File: config.mk
export PLATFORM = sky130hd
export DESIGN_NAME = io_controller_flat
export DESIGN_NICKNAME = d
export VERILOG_FILES = /design/src/rtl/io_pkg.sv /design/src/rtl/io_if.sv /design/src/rtl/io_input_sync.sv /design/src/rtl/io_controller.sv /design/src/flat_wrapper.sv
export SDC_FILE = /design/constraint.sdc
export NUM_CORES = 1
export LEC_CHECK = 0
export BUFFER_PORTS_ARGS = -buffer_cell sky130_fd_sc_hd__buf_2
export CORE_MARGIN = 5
export CORE_UTILIZATION = 44
export DETAILED_ROUTE_END_ITERATION = 16
export GPL_TIMING_DRIVEN = 0
export PLACE_DENSITY = 0.75
export RECOVER_POWER = 50
export REMOVE_ABC_BUFFERS = 1
export SLEW_MARGIN = 25
export SYNTH_ARGS = -nofsm -noshare
export SYNTH_HDL_FRONTEND = slang
export SYNTH_SLANG_ARGS = --single-unit
File: constraint.sdc
create_clock -name clk -period 1.3 [get_ports clk]
set_clock_uncertainty 0.1 [all_clocks]
set_input_delay 0.065 -clock clk [delete_from_list [all_inputs] [get_ports clk]]
set_output_delay 0.065 -clock clk [all_outputs]
set_load 0.01 [all_outputs]
File: src/rtl/io_pkg.sv
// Shared constants for the processor I/O region: register word offsets,
// the blank 7-segment pattern and the post-reset key settle time.
package io_pkg;

  localparam logic [2:0] IO_HEX     = 3'd0;
  localparam logic [2:0] IO_LEDR    = 3'd1;
  localparam logic [2:0] IO_LEDG    = 3'd2;
  localparam logic [2:0] IO_SW      = 3'd3;
  localparam logic [2:0] IO_KEY     = 3'd4;
  localparam logic [2:0] IO_KEYEDGE = 3'd5;
  localparam logic [2:0] IO_KEYMASK = 3'd6;

  localparam logic [6:0] HEX_BLANK = 7'h7F;

  // Edges after reset release until the key previous-level register holds a
  // real pin sample rather than the released reset value.
  localparam logic [1:0] KEY_SETTLE = 2'd3;

endpackage

File: src/rtl/io_if.sv
// Processor-side bus into the I/O region: word offset, write strobe,
// write data and combinational read data.
interface io_if #(
  parameter int DATA_BIT_WIDTH = 32
);
  logic [2:0]                addr;
  logic                      we;
  logic [DATA_BIT_WIDTH-1:0] dataIn;
  logic [DATA_BIT_WIDTH-1:0] dataOut;

  modport master (output addr, output we, output dataIn, input dataOut);
  modport slave  (input addr, input we, input dataIn, output dataOut);
endinterface

File: src/rtl/io_input_sync.sv
// Two-flop synchronizer for asynchronous board inputs with a configurable
// synchronous reset value.
module io_input_sync #(
  parameter int               WIDTH       = 1,
  parameter logic [WIDTH-1:0] RESET_VALUE = '0
) (
  input  logic             clk,
  input  logic             resetN,
  input  logic [WIDTH-1:0] d,
  output logic [WIDTH-1:0] q
);

  logic [WIDTH-1:0] stage1;
  logic [WIDTH-1:0] stage2;

  always_ff @(posedge clk) begin
    if (!resetN) begin
      stage1 <= RESET_VALUE;
      stage2 <= RESET_VALUE;
    end else begin
      stage1 <= d;
      stage2 <= stage1;
    end
  end

  assign q = stage2;

endmodule

File: src/rtl/io_controller.sv
// Memory-mapped I/O block: hex/LED write-back registers, synchronized switches
// and keys, sticky key-press flags (write-1-to-clear) and a masked interrupt.
module io_controller
  import io_pkg::*;
#(
  parameter int DATA_BIT_WIDTH = 32,
  parameter int NUM_HEX        = 4,
  parameter int NUM_LEDR       = 10,
  parameter int NUM_LEDG       = 8,
  parameter int NUM_SW         = 10,
  parameter int NUM_KEYS       = 4
) (
  input  logic                  clk,
  input  logic                  resetN,
  io_if.slave                   bus,
  input  logic [NUM_SW-1:0]     switches,
  input  logic [NUM_KEYS-1:0]   keys,
  output logic [7*NUM_HEX-1:0]  hex,
  output logic [NUM_LEDR-1:0]   ledr,
  output logic [NUM_LEDG-1:0]   ledg,
  output logic                  irq
);

  logic [7*NUM_HEX-1:0]      hex_q;
  logic [NUM_LEDR-1:0]       ledr_q;
  logic [NUM_LEDG-1:0]       ledg_q;
  logic [NUM_SW-1:0]         sw_sync;
  logic [NUM_KEYS-1:0]       key_sync;
  logic [NUM_KEYS-1:0]       key_prev;
  logic [NUM_KEYS-1:0]       keyedge_q;
  logic [NUM_KEYS-1:0]       keymask_q;
  logic [1:0]                settle_cnt;

  logic                      wr_hex;
  logic                      wr_ledr;
  logic                      wr_ledg;
  logic                      wr_keyedge;
  logic                      wr_keymask;
  logic [NUM_KEYS-1:0]       key_fall;
  logic [NUM_KEYS-1:0]       edge_clr;
  logic [DATA_BIT_WIDTH-1:0] rdata;
  logic                      unused_din;

  io_input_sync #(
    .WIDTH       (NUM_SW),
    .RESET_VALUE ({NUM_SW{1'b0}})
  ) u_sw_sync (
    .clk    (clk),
    .resetN (resetN),
    .d      (switches),
    .q      (sw_sync)
  );

  io_input_sync #(
    .WIDTH       (NUM_KEYS),
    .RESET_VALUE ({NUM_KEYS{1'b1}})
  ) u_key_sync (
    .clk    (clk),
    .resetN (resetN),
    .d      (keys),
    .q      (key_sync)
  );

  // Bit 7 of each HEX byte and bits above each field are deliberately ignored.
  assign unused_din = ^bus.dataIn;

  always_comb begin
    wr_hex     = bus.we && (bus.addr == IO_HEX);
    wr_ledr    = bus.we && (bus.addr == IO_LEDR);
    wr_ledg    = bus.we && (bus.addr == IO_LEDG);
    wr_keyedge = bus.we && (bus.addr == IO_KEYEDGE);
    wr_keymask = bus.we && (bus.addr == IO_KEYMASK);
    edge_clr   = wr_keyedge ? bus.dataIn[NUM_KEYS-1:0] : '0;
    // A key held through reset only counts once it has been seen released.
    key_fall   = key_prev & ~key_sync & {NUM_KEYS{settle_cnt == 2'd0}};
  end

  always_ff @(posedge clk) begin
    if (!resetN) begin
      hex_q      <= {NUM_HEX{HEX_BLANK}};
      ledr_q     <= '0;
      ledg_q     <= '0;
      key_prev   <= '1;
      keyedge_q  <= '0;
      keymask_q  <= '0;
      settle_cnt <= KEY_SETTLE;
    end else begin
      if (settle_cnt != 2'd0) settle_cnt <= settle_cnt - 2'd1;
      key_prev  <= key_sync;
      keyedge_q <= (keyedge_q & ~edge_clr) | key_fall;
      if (wr_hex) begin
        for (int i = 0; i < NUM_HEX; i++) hex_q[7*i +: 7] <= bus.dataIn[8*i +: 7];
      end
      if (wr_ledr)    ledr_q    <= bus.dataIn[NUM_LEDR-1:0];
      if (wr_ledg)    ledg_q    <= bus.dataIn[NUM_LEDG-1:0];
      if (wr_keymask) keymask_q <= bus.dataIn[NUM_KEYS-1:0];
    end
  end

  always_comb begin
    rdata = '0;
    case (bus.addr)
      IO_HEX: begin
        for (int i = 0; i < NUM_HEX; i++) rdata[8*i +: 7] = hex_q[7*i +: 7];
      end
      IO_LEDR:    rdata[NUM_LEDR-1:0] = ledr_q;
      IO_LEDG:    rdata[NUM_LEDG-1:0] = ledg_q;
      IO_SW:      rdata[NUM_SW-1:0]   = sw_sync;
      IO_KEY:     rdata[NUM_KEYS-1:0] = key_sync;
      IO_KEYEDGE: rdata[NUM_KEYS-1:0] = keyedge_q;
      IO_KEYMASK: rdata[NUM_KEYS-1:0] = keymask_q;
      default:    rdata = '0;
    endcase
  end

  assign bus.dataOut = rdata;
  assign hex         = hex_q;
  assign ledr        = ledr_q;
  assign ledg        = ledg_q;
  assign irq         = |(keyedge_q & keymask_q);

endmodule
File: src/flat_wrapper.sv
// flat-port wrapper written by rule: the top's interface ports become plain ports
module io_controller_flat import io_pkg::*;
#(
  parameter int DATA_BIT_WIDTH = 32,
  parameter int NUM_HEX        = 4,
  parameter int NUM_LEDR       = 10,
  parameter int NUM_LEDG       = 8,
  parameter int NUM_SW         = 10,
  parameter int NUM_KEYS       = 4
)
  (clk, resetN, switches, keys, hex, ledr, ledg, irq, bus_addr, bus_we, bus_dataIn, bus_dataOut);
  io_if #(.DATA_BIT_WIDTH(DATA_BIT_WIDTH)) bus_i ();
  input  logic clk;
  input  logic resetN;
  input  logic [NUM_SW-1:0] switches;
  input  logic [NUM_KEYS-1:0] keys;
  output logic [7*NUM_HEX-1:0] hex;
  output logic [NUM_LEDR-1:0] ledr;
  output logic [NUM_LEDG-1:0] ledg;
  output logic irq;
  input wire logic [$bits(bus_i.addr)-1:0] bus_addr;
  input wire logic [$bits(bus_i.we)-1:0] bus_we;
  input wire logic [$bits(bus_i.dataIn)-1:0] bus_dataIn;
  output wire logic [$bits(bus_i.dataOut)-1:0] bus_dataOut;
  assign bus_i.addr = bus_addr;
  assign bus_i.we = bus_we;
  assign bus_i.dataIn = bus_dataIn;
  assign bus_dataOut = bus_i.dataOut;
  io_controller #(.DATA_BIT_WIDTH(DATA_BIT_WIDTH), .NUM_HEX(NUM_HEX), .NUM_LEDR(NUM_LEDR), .NUM_LEDG(NUM_LEDG), .NUM_SW(NUM_SW), .NUM_KEYS(NUM_KEYS)) u_core (.clk(clk), .resetN(resetN), .bus(bus_i), .switches(switches), .keys(keys), .hex(hex), .ledr(ledr), .ledg(ledg), .irq(irq));
endmodule
==> summary.md, run 1 <==
| Metric | Value |
|---|---|
| Slew margin rel. | `45.5%` |
| Die W | `101 um` |
| CP Cell Sequence | `mux4_2, nor2b_1, buf_2` |
| CP Capture Type | `output pin` |
| Routability cong. | `0.770` |
| Run status | `finished with violations` |
| HP Class | `input port to register` |
| Worst EP arrival | `1400 ps` |
| Most used routing layer | `met2` |
| Initial DRT Pass Iterations | `4` |
| Dpl hpwl | `6230 um` |
| Failing checks | `negative setup slack` |
| Slowest-stage cell, CP | `mux4_2` |
| Max Cap Viol | `0` |
| Async set-reset flop share out of synthesis | `0%` |
| RSZ-0062 raised after global routing | `yes` |
| Synth Instances | `383` |
| Fill count | `702` |
| Antenna Cells | `0` |
| Synthesized area | `3610 sq um` |
| Setup CP Type | `register to output pin` |
| H-Tree Depth | `3` |
| Average wire per standard cell | `15.1 um` |
| Most frequent cells in the layout | `buf_2 (91), nand2_1 (79), dfxtp_1 (69)` |
| Ranking of synthesized cells by area | `dfxtp_1 (49%), nand2_1 (8.2%), and2_1 (6.8%), mux2i_1 (6.7%), nand3_1 (4.2%)` |
| Share of layout cells above drive strength 1 | `30.2%` |
| Vert. Die Dim | `101 um` |
| # rows | `33` |
| Predominant post-synthesis flop cell | `dfxtp_1` |
| Critical Path RT | `1130 ps` |
| Cell Area, Placed | `4260 sq um` |
| Met2 GRT Util | `34.3%` |
| First-pass GRT wire length | `16,300 um` |
| Final worst setup slack | `-261 ps` |
| Worst-path fanout max | `2` |
| Most common cell after layout, fill and taps aside | `buf_2` |
| GR Util met1 | `25.3%` |
| DRT antenna net count | `0` |
| Register area share after synthesis | `48.8%` |
| Longest Clk Path Bufs | `2` |
| Initial DRC count | `139` |
| Final min period | `1560 ps` |
| Worst ir drop on vdd | `652 uV` |
| Initial Util | `44.6%` |
| Largest net degree at the start of global routing | `89` |
| Leak Pwr | `0.00236 uW` |
| Critical path startpoint category | `register` |
| Area added between synthesis and finish | `41.1%` |
| Syn Area/Cell | `9.43 sq um` |
| Final instance area | `5090 sq um` |
| Final #Nets | `612` |
| Clk slew on worst S/H paths | `80 ps` |
| Library cells used by synthesis | `38` |
| Ys Warns | `0` |
| Setup TNS | `-1750 ps` |
| Mean number of vias per cell | `4.91` |
| Fin crit share | `120%` |
| Drt drc | `0` |
| Power Density | `1060 nW/um^2` |
| Peak Freq | `0.641 GHz` |
| Worst slew pin tran | `817 ps` |
| Routed wire length | `10,100 um` |
| Kind of cell adding the most delay to the critical path | `multiplexers` |
| Gr usage total | `20.4%` |
| Largest area contributor in the netlist | `dfxtp_1` |
| Slowest Stage Delay on Critical Path | `440 ps` |
| # IOs | `131` |
| Number of flops mapped to enable cells by yosys | `0` |
| Min Hold Slack | `90.1 ps` |
| Synth Register Bits | `88` |
| Clk Latency, worst-skew pair | `340 ps` |
| CTS sink cnt | `88` |
| Final hold violation count | `0` |
| Full die area | `10,100 sq um` |
| Buf+Inv Stages, Crit Path | `1` |
| Vias in the first global route | `3,299` |
| Met3 usage | `7.20%` |
| Vias | `3,282` |
| Final setup viols | `15` |
| Initial antenna violation count | `0` |
| Port Buffers | `124` |
| Core box area | `8090 sq um` |
| Clk root buf | `clkbuf_8` |
| CTS tree | `done` |
| Grt ovf | `0` |
| Post-synth top area share | `48.8%` |
| CTS Buf Count | `9` |
| Pins Over Slew Limit | `0` |
==> synth_stat cells (2+ instances only) <==
cell type / n
a21boi_0: 13
a221oi_1: 2
a22o_1: 2
a22oi_1: 5
a31oi_1: 2
and2_1: 39
and3b_1: 4
buf_2: 9
buf_4: 5
buf_6: 2
buf_8: 2
clkbuf_1: 10
dfxtp_1: 88
inv_1: 2
mux2_2: 2
mux2i_1: 24
mux4_2: 2
nand2_1: 79
nand2b_1: 12
nand3_1: 30
nand3b_1: 4
nor2_1: 5
nor2b_1: 18
nor4bb_1: 2
o211a_1: 2
o21a_1: 6
==> state kept, by name, summed over array words and instances (netlist names) <==
| name | cells |
|---|---|
| u_core.keyedge_q | 4 |
| u_core.key_prev | 4 |
| u_core.u_sw_sync.stage1 | 10 |
| u_core.keymask_q | 4 |
| u_core.ledg | 8 |
| u_core.settle_cnt | 2 |
| u_core.u_sw_sync.q | 10 |
| u_core.u_key_sync.q | 4 |
| u_core.hex | 28 |
| u_core.u_key_sync.stage1 | 4 |
| u_core.ledr | 10 |
==> worst paths after layout <==
kind                                                  start                      to  slack (ps)  cells after the start
worst max-delay path                         u_core.ledg[4]          bus_dataOut[4]        -260                      3
worst min register to register  u_core.u_key_sync.stage1[0]  u_core.u_key_sync.q[0]         310                      1
worst max register to register         u_core.settle_cnt[0]    u_core.settle_cnt[1]         100                      4
worst min-delay path                                 bus_we           u_core.hex[4]          90                      4
==> power breakdown <==
part	leakage [uW]	total, uW	switching [uW]	internal [uW]
registers	0.000726	2850	51.7	2800
clock network	0.0000925	1810	936	879
logic	0.00154	754	363	391
total	0.00236	5420	1350	4070
==> cell families after synthesis <==
logic type                 count (synthesis)  synth area share [%]
other                                      1                 0.104
adders and majority gates                  1                 0.346
and+or+nand+nor                          199                  29.1
muxes                                     29                  9.25
xor gates and xnor gates                   1                 0.243
DFF                                       88                  48.8
AOI/OAI and AO/OA                         33                  7.07
buffers and inverters                     31                  5.09
==> timing repair <==
action / 4_1_cts / 5_1_grt
gates resized for setup: 37 / 5
hold endpoints to repair: 64 / 0
pin swaps: 7 / 1
setup buffers: 17 / 5
hold buffers: 43 / 0
endpoints found under the setup margin: 73 / 20
==> worst reg2reg max path: cells and delay by family (launching register included) <==
| family | cells | cell delay [ps] |
|---|---|---|
| buf+inv | 1 | 60 |
| flops | 1 | 330 |
| mux | 1 | 350 |
| simple gates | 1 | 60 |
| fa+ha+maj | 1 | 240 |
==> routing by layer <==
| layer | wire (um) | part of all wire, % |
|---|---|---|
| met5 | 0 | 0 |
| met4 | 55 | 0.55 |
| met3 | 914 | 9.1 |
| met2 | 4870 | 48 |
| met1 | 4250 | 42 |
==> layout make-up <==
cell class                 count  area (sq um)  share of cell area, %
sequential                    88          1790                   35.0
multi-input combinational    266          1750                   34.3
timing repair buffer         192          1240                   24.3
tap                          105           131                   2.58
clock buffer                  10           128                   2.50
clock inverter                 5          56.3                   1.11
inverter                       2          7.51                  0.147
==> through the flow <==
step	worst slack (ps)	util [%]	instances	total power (uW)
5_1_grt	-319	63.0	668	5680
3_3_place_gp	-1590	51.8	585	3490
3_5_place_dp	-790	52.6	588	3520
6_report	-261	63.0	668	5420
2_1_floorplan	-533	-	356	3200
4_1_cts	-299	62.8	663	5450
No activity file was read; power rests on OpenSTA's default activity.
==> run 2: changes to the inputs <==
--- a/config.mk
+++ b/config.mk
@@ -5,12 +5,13 @@
 export SDC_FILE = /design/constraint.sdc
 export NUM_CORES = 1
 export LEC_CHECK = 0
+export ABC_AREA = 1
 export BUFFER_PORTS_ARGS = -buffer_cell sky130_fd_sc_hd__buf_2
 export CORE_MARGIN = 5
-export CORE_UTILIZATION = 44
+export CORE_UTILIZATION = 45
 export DETAILED_ROUTE_END_ITERATION = 16
 export GPL_TIMING_DRIVEN = 0
-export PLACE_DENSITY = 0.75
+export PLACE_DENSITY = 0.76
 export RECOVER_POWER = 50
 export REMOVE_ABC_BUFFERS = 1
 export SLEW_MARGIN = 25
==> summary.md, run 2 <==
| Metric | Value |
|---|---|
| Average wire per standard cell | `13.7 um` |
| CTS tree | `done` |
| Initial antenna violation count | `0` |
| Largest register FFs | `28` |
| RSZ-0062 raised after global routing | `yes` |
| Met3 WL post-DR | `926 um` |
| Failing checks | `negative hold slack, negative setup slack` |
| Core box area | `8300 sq um` |
| Simple-gate share of the synthesized area | `39.3%` |
| Slew margin rel. | `59.4%` |
| Syn Area/Cell | `6.94 sq um` |
| Vias | `4,069` |
| Sequential power share | `47.9%` |
| XOR/XNOR Fraction of Synth Area | `0.226%` |
| Most common cell after layout, fill and taps aside | `nand2_1` |
| Final min period | `1340 ps` |
| Clk slew on worst S/H paths | `80 ps` |
| Worst-path fanout max | `3` |
| Largest family of logic cells by synthesized area | `simple AND/OR/NAND/NOR gates` |
| Clk Latency, worst-skew pair | `350 ps` |
| Number of flops mapped to enable cells by yosys | `0` |
| Net Sw Frac | `25.7%` |
| Post-synth top area share | `45.5%` |
| Peak Freq | `0.745 GHz` |
| Initial Util | `46.6%` |
| Ys Warns | `0` |
| Hold depth | `4` |
| Initial DRC count | `269` |
| # IOs | `131` |
| Clk root buf | `clkbuf_8` |
| Vert. Die Dim | `103 um` |
| Full die area | `10,600 sq um` |
| Clock power frac | `37.7%` |
| Leak Pwr | `0.00306 uW` |
| Max Cap Viol | `0` |
| CTS sink cnt | `88` |
| Port Buffers | `124` |
| Metal2 WL | `5830 um` |
| Async set-reset flop share out of synthesis | `0%` |
| Initial DRT Pass Iterations | `5` |
| Final total power | `6030 uW` |
| Die W | `103 um` |
| # rows | `33` |
| H-Tree Depth | `3` |
| DRT antenna net count | `0` |
| Setup CP Type | `register to output pin` |
| CP Capture Type | `output pin` |
| Pins Over Slew Limit | `0` |
| Logic pwr share | `14.5%` |
| Final setup viols | `5` |
| CTS Buf Count | `9` |
| Switching power | `1550 uW` |
| Vias in the first global route | `3,799` |
| Dpl hpwl | `6890 um` |
| Routed wire length | `11,600 um` |
| Largest area contributor in the netlist | `dfxtp_1` |
| Mean number of vias per cell | `4.82` |
| Run status | `finished with violations` |
| Internal power | `4480 uW` |
| HP Class | `input port to register` |
| Largest net degree at the start of global routing | `57` |
| R2R Setup Slk | `80 ps` |
| Synth Instances | `558` |
| Routability cong. | `0.853` |
| Grt ovf | `0` |
| Critical Path RT | `1130 ps` |
| First-pass GRT wire length | `17,700 um` |
| Post-synthesis mux area share | `0%` |
| Worst EP arrival | `1180 ps` |
| Final #Nets | `787` |
| Compound-gate portion of the synthesized area | `0.840%` |
| Most common cell in the netlist | `nand2_1` |
| Antenna Cells | `0` |
| Met1 WL | `4630 um` |
| Register area share after synthesis | `45.5%` |
| Worst-case reg-to-reg path depth | `3` |
| Min Hold Slack | `-34.1 ps` |
| Power Density | `1110 nW/um^2` |
| Top Metal Used | `met4` |
| Area added between synthesis and finish | `41.0%` |
| Ranking of synthesized cells by area | `dfxtp_1 (46%), nand2_1 (16%), inv_1 (8.2%), nor2_1 (7.6%), nand4_1 (6.1%)` |
| Worst slew pin tran | `609 ps` |
| Synth Register Bits | `88` |
| Final hold violation count | `1` |
| Critical path startpoint category | `register` |
| Library cells used by synthesis | `24` |
| Most frequent cells in the layout | `nand2_1 (166), buf_2 (85), inv_1 (82)` |
| Longest Clk Path Bufs | `2` |
| Worst ir drop on vdd | `706 uV` |
| Synth top cells by count | `nand2_1 (169), dfxtp_1 (88), inv_1 (85)` |
| Gr usage total | `21.3%` |
| Share of layout cells above drive strength 1 | `23.1%` |
| Predominant post-synthesis flop cell | `dfxtp_1` |
| Fin crit share | `103%` |
| Post-synthesis adder-cell area fraction | `0.323%` |
| Final worst setup slack | `-41.9 ps` |
| Synthesized area | `3870 sq um` |
| Drt drc | `0` |
==> run 2: cell count changes after synthesis, sizes merged, moves of 5 or more <==
| cell | delta |
|---|---|
| a22oi | -5 |
| o21a | -6 |
| nand4 | +38 |
| inv | +87 |
| nand3 | +17 |
| nand2 | +92 |
| nor2b | -18 |
| a21boi | -14 |
| nand2b | -12 |
| mux2i | -24 |
| and2 | -39 |
| nor2 | +79 |
==> run 2: power by group through the flow <==
stage	registers [uW]	logic, uW	clock network, uW
floorplan	2950	325	0
global placement	2940	658	0
detailed placement	2940	679	0
CTS	2880	844	2320
global route	2900	969	2450
finish	2890	873	2270
==> run 2: repair_timing <==
item	in CTS	in global routing
hold buffers	54	1
setup endpoints to repair	58	27
buffers inserted	7	5
gates cloned	1	2
pin swaps	7	14
endpoints found under the hold margin	68	3
gates resized for setup	34	22
==> run 2: metrics by stage <==
step / util (%) / setup TNS (ps) / cells / cell area [sq um] / setup slack [ps]
after global routing: 65.7 / -689 / 844 / 5460 / -104
after floorplan: - / 0 / 528 / 3680 / 54.1
after CTS: 64.8 / -149 / 836 / 5380 / -33.8
after detailed placement: 53.7 / -31460 / 758 / 4460 / -625
final: 65.7 / -134 / 844 / 5460 / -41.9
after global placement: 53.5 / -44510 / 757 / 4440 / -650
==> run 2: layer usage <==
metal | global-route usage [%] | vias to the layer above
met3 | 5.14 | 16
met5 | 0 | -
met2 | 38.5 | 144
li1 | - | 2057
met1 | 24.6 | 1852
met4 | 6.97 | 0
==> run 2: worst max-delay path, stage by stage, from the launching register on <==
cell     delay [ps]
dfxtp_1         340
nand3_2          80
nand2_1          60
nor2_2          120
nand2_1          70
buf_2           140
==> run 2: cell families after synthesis <==
family          after synthesis
simple gates                340
xor+xnor                      1
fa+ha+maj                     1
compound gates                6
buf+inv                     121
flops                        88
other cells                   1
==> run 2: layout make-up <==
cell class / instances / area (sq um)
fill: 731 / 2840
sequential: 88 / 1780
multi-input combinational: 353 / 1680
timing repair buffer: 192 / 1270
inverter: 89 / 348
tap: 105 / 131
clock buffer: 10 / 128
clock inverter: 6 / 115
timing repair inverter: 1 / 6.26
==> run 2: worst paths after layout <==
check | startpoint | endpoint
max reg2reg | u_core.u_key_sync.q[2] | u_core.key_prev[2]
min reg2reg | u_core.u_key_sync.stage1[3] | u_core.u_key_sync.q[3]
min | bus_addr[2] | u_core.keyedge_q[0]
max | u_core.ledg[1] | bus_dataOut[1]
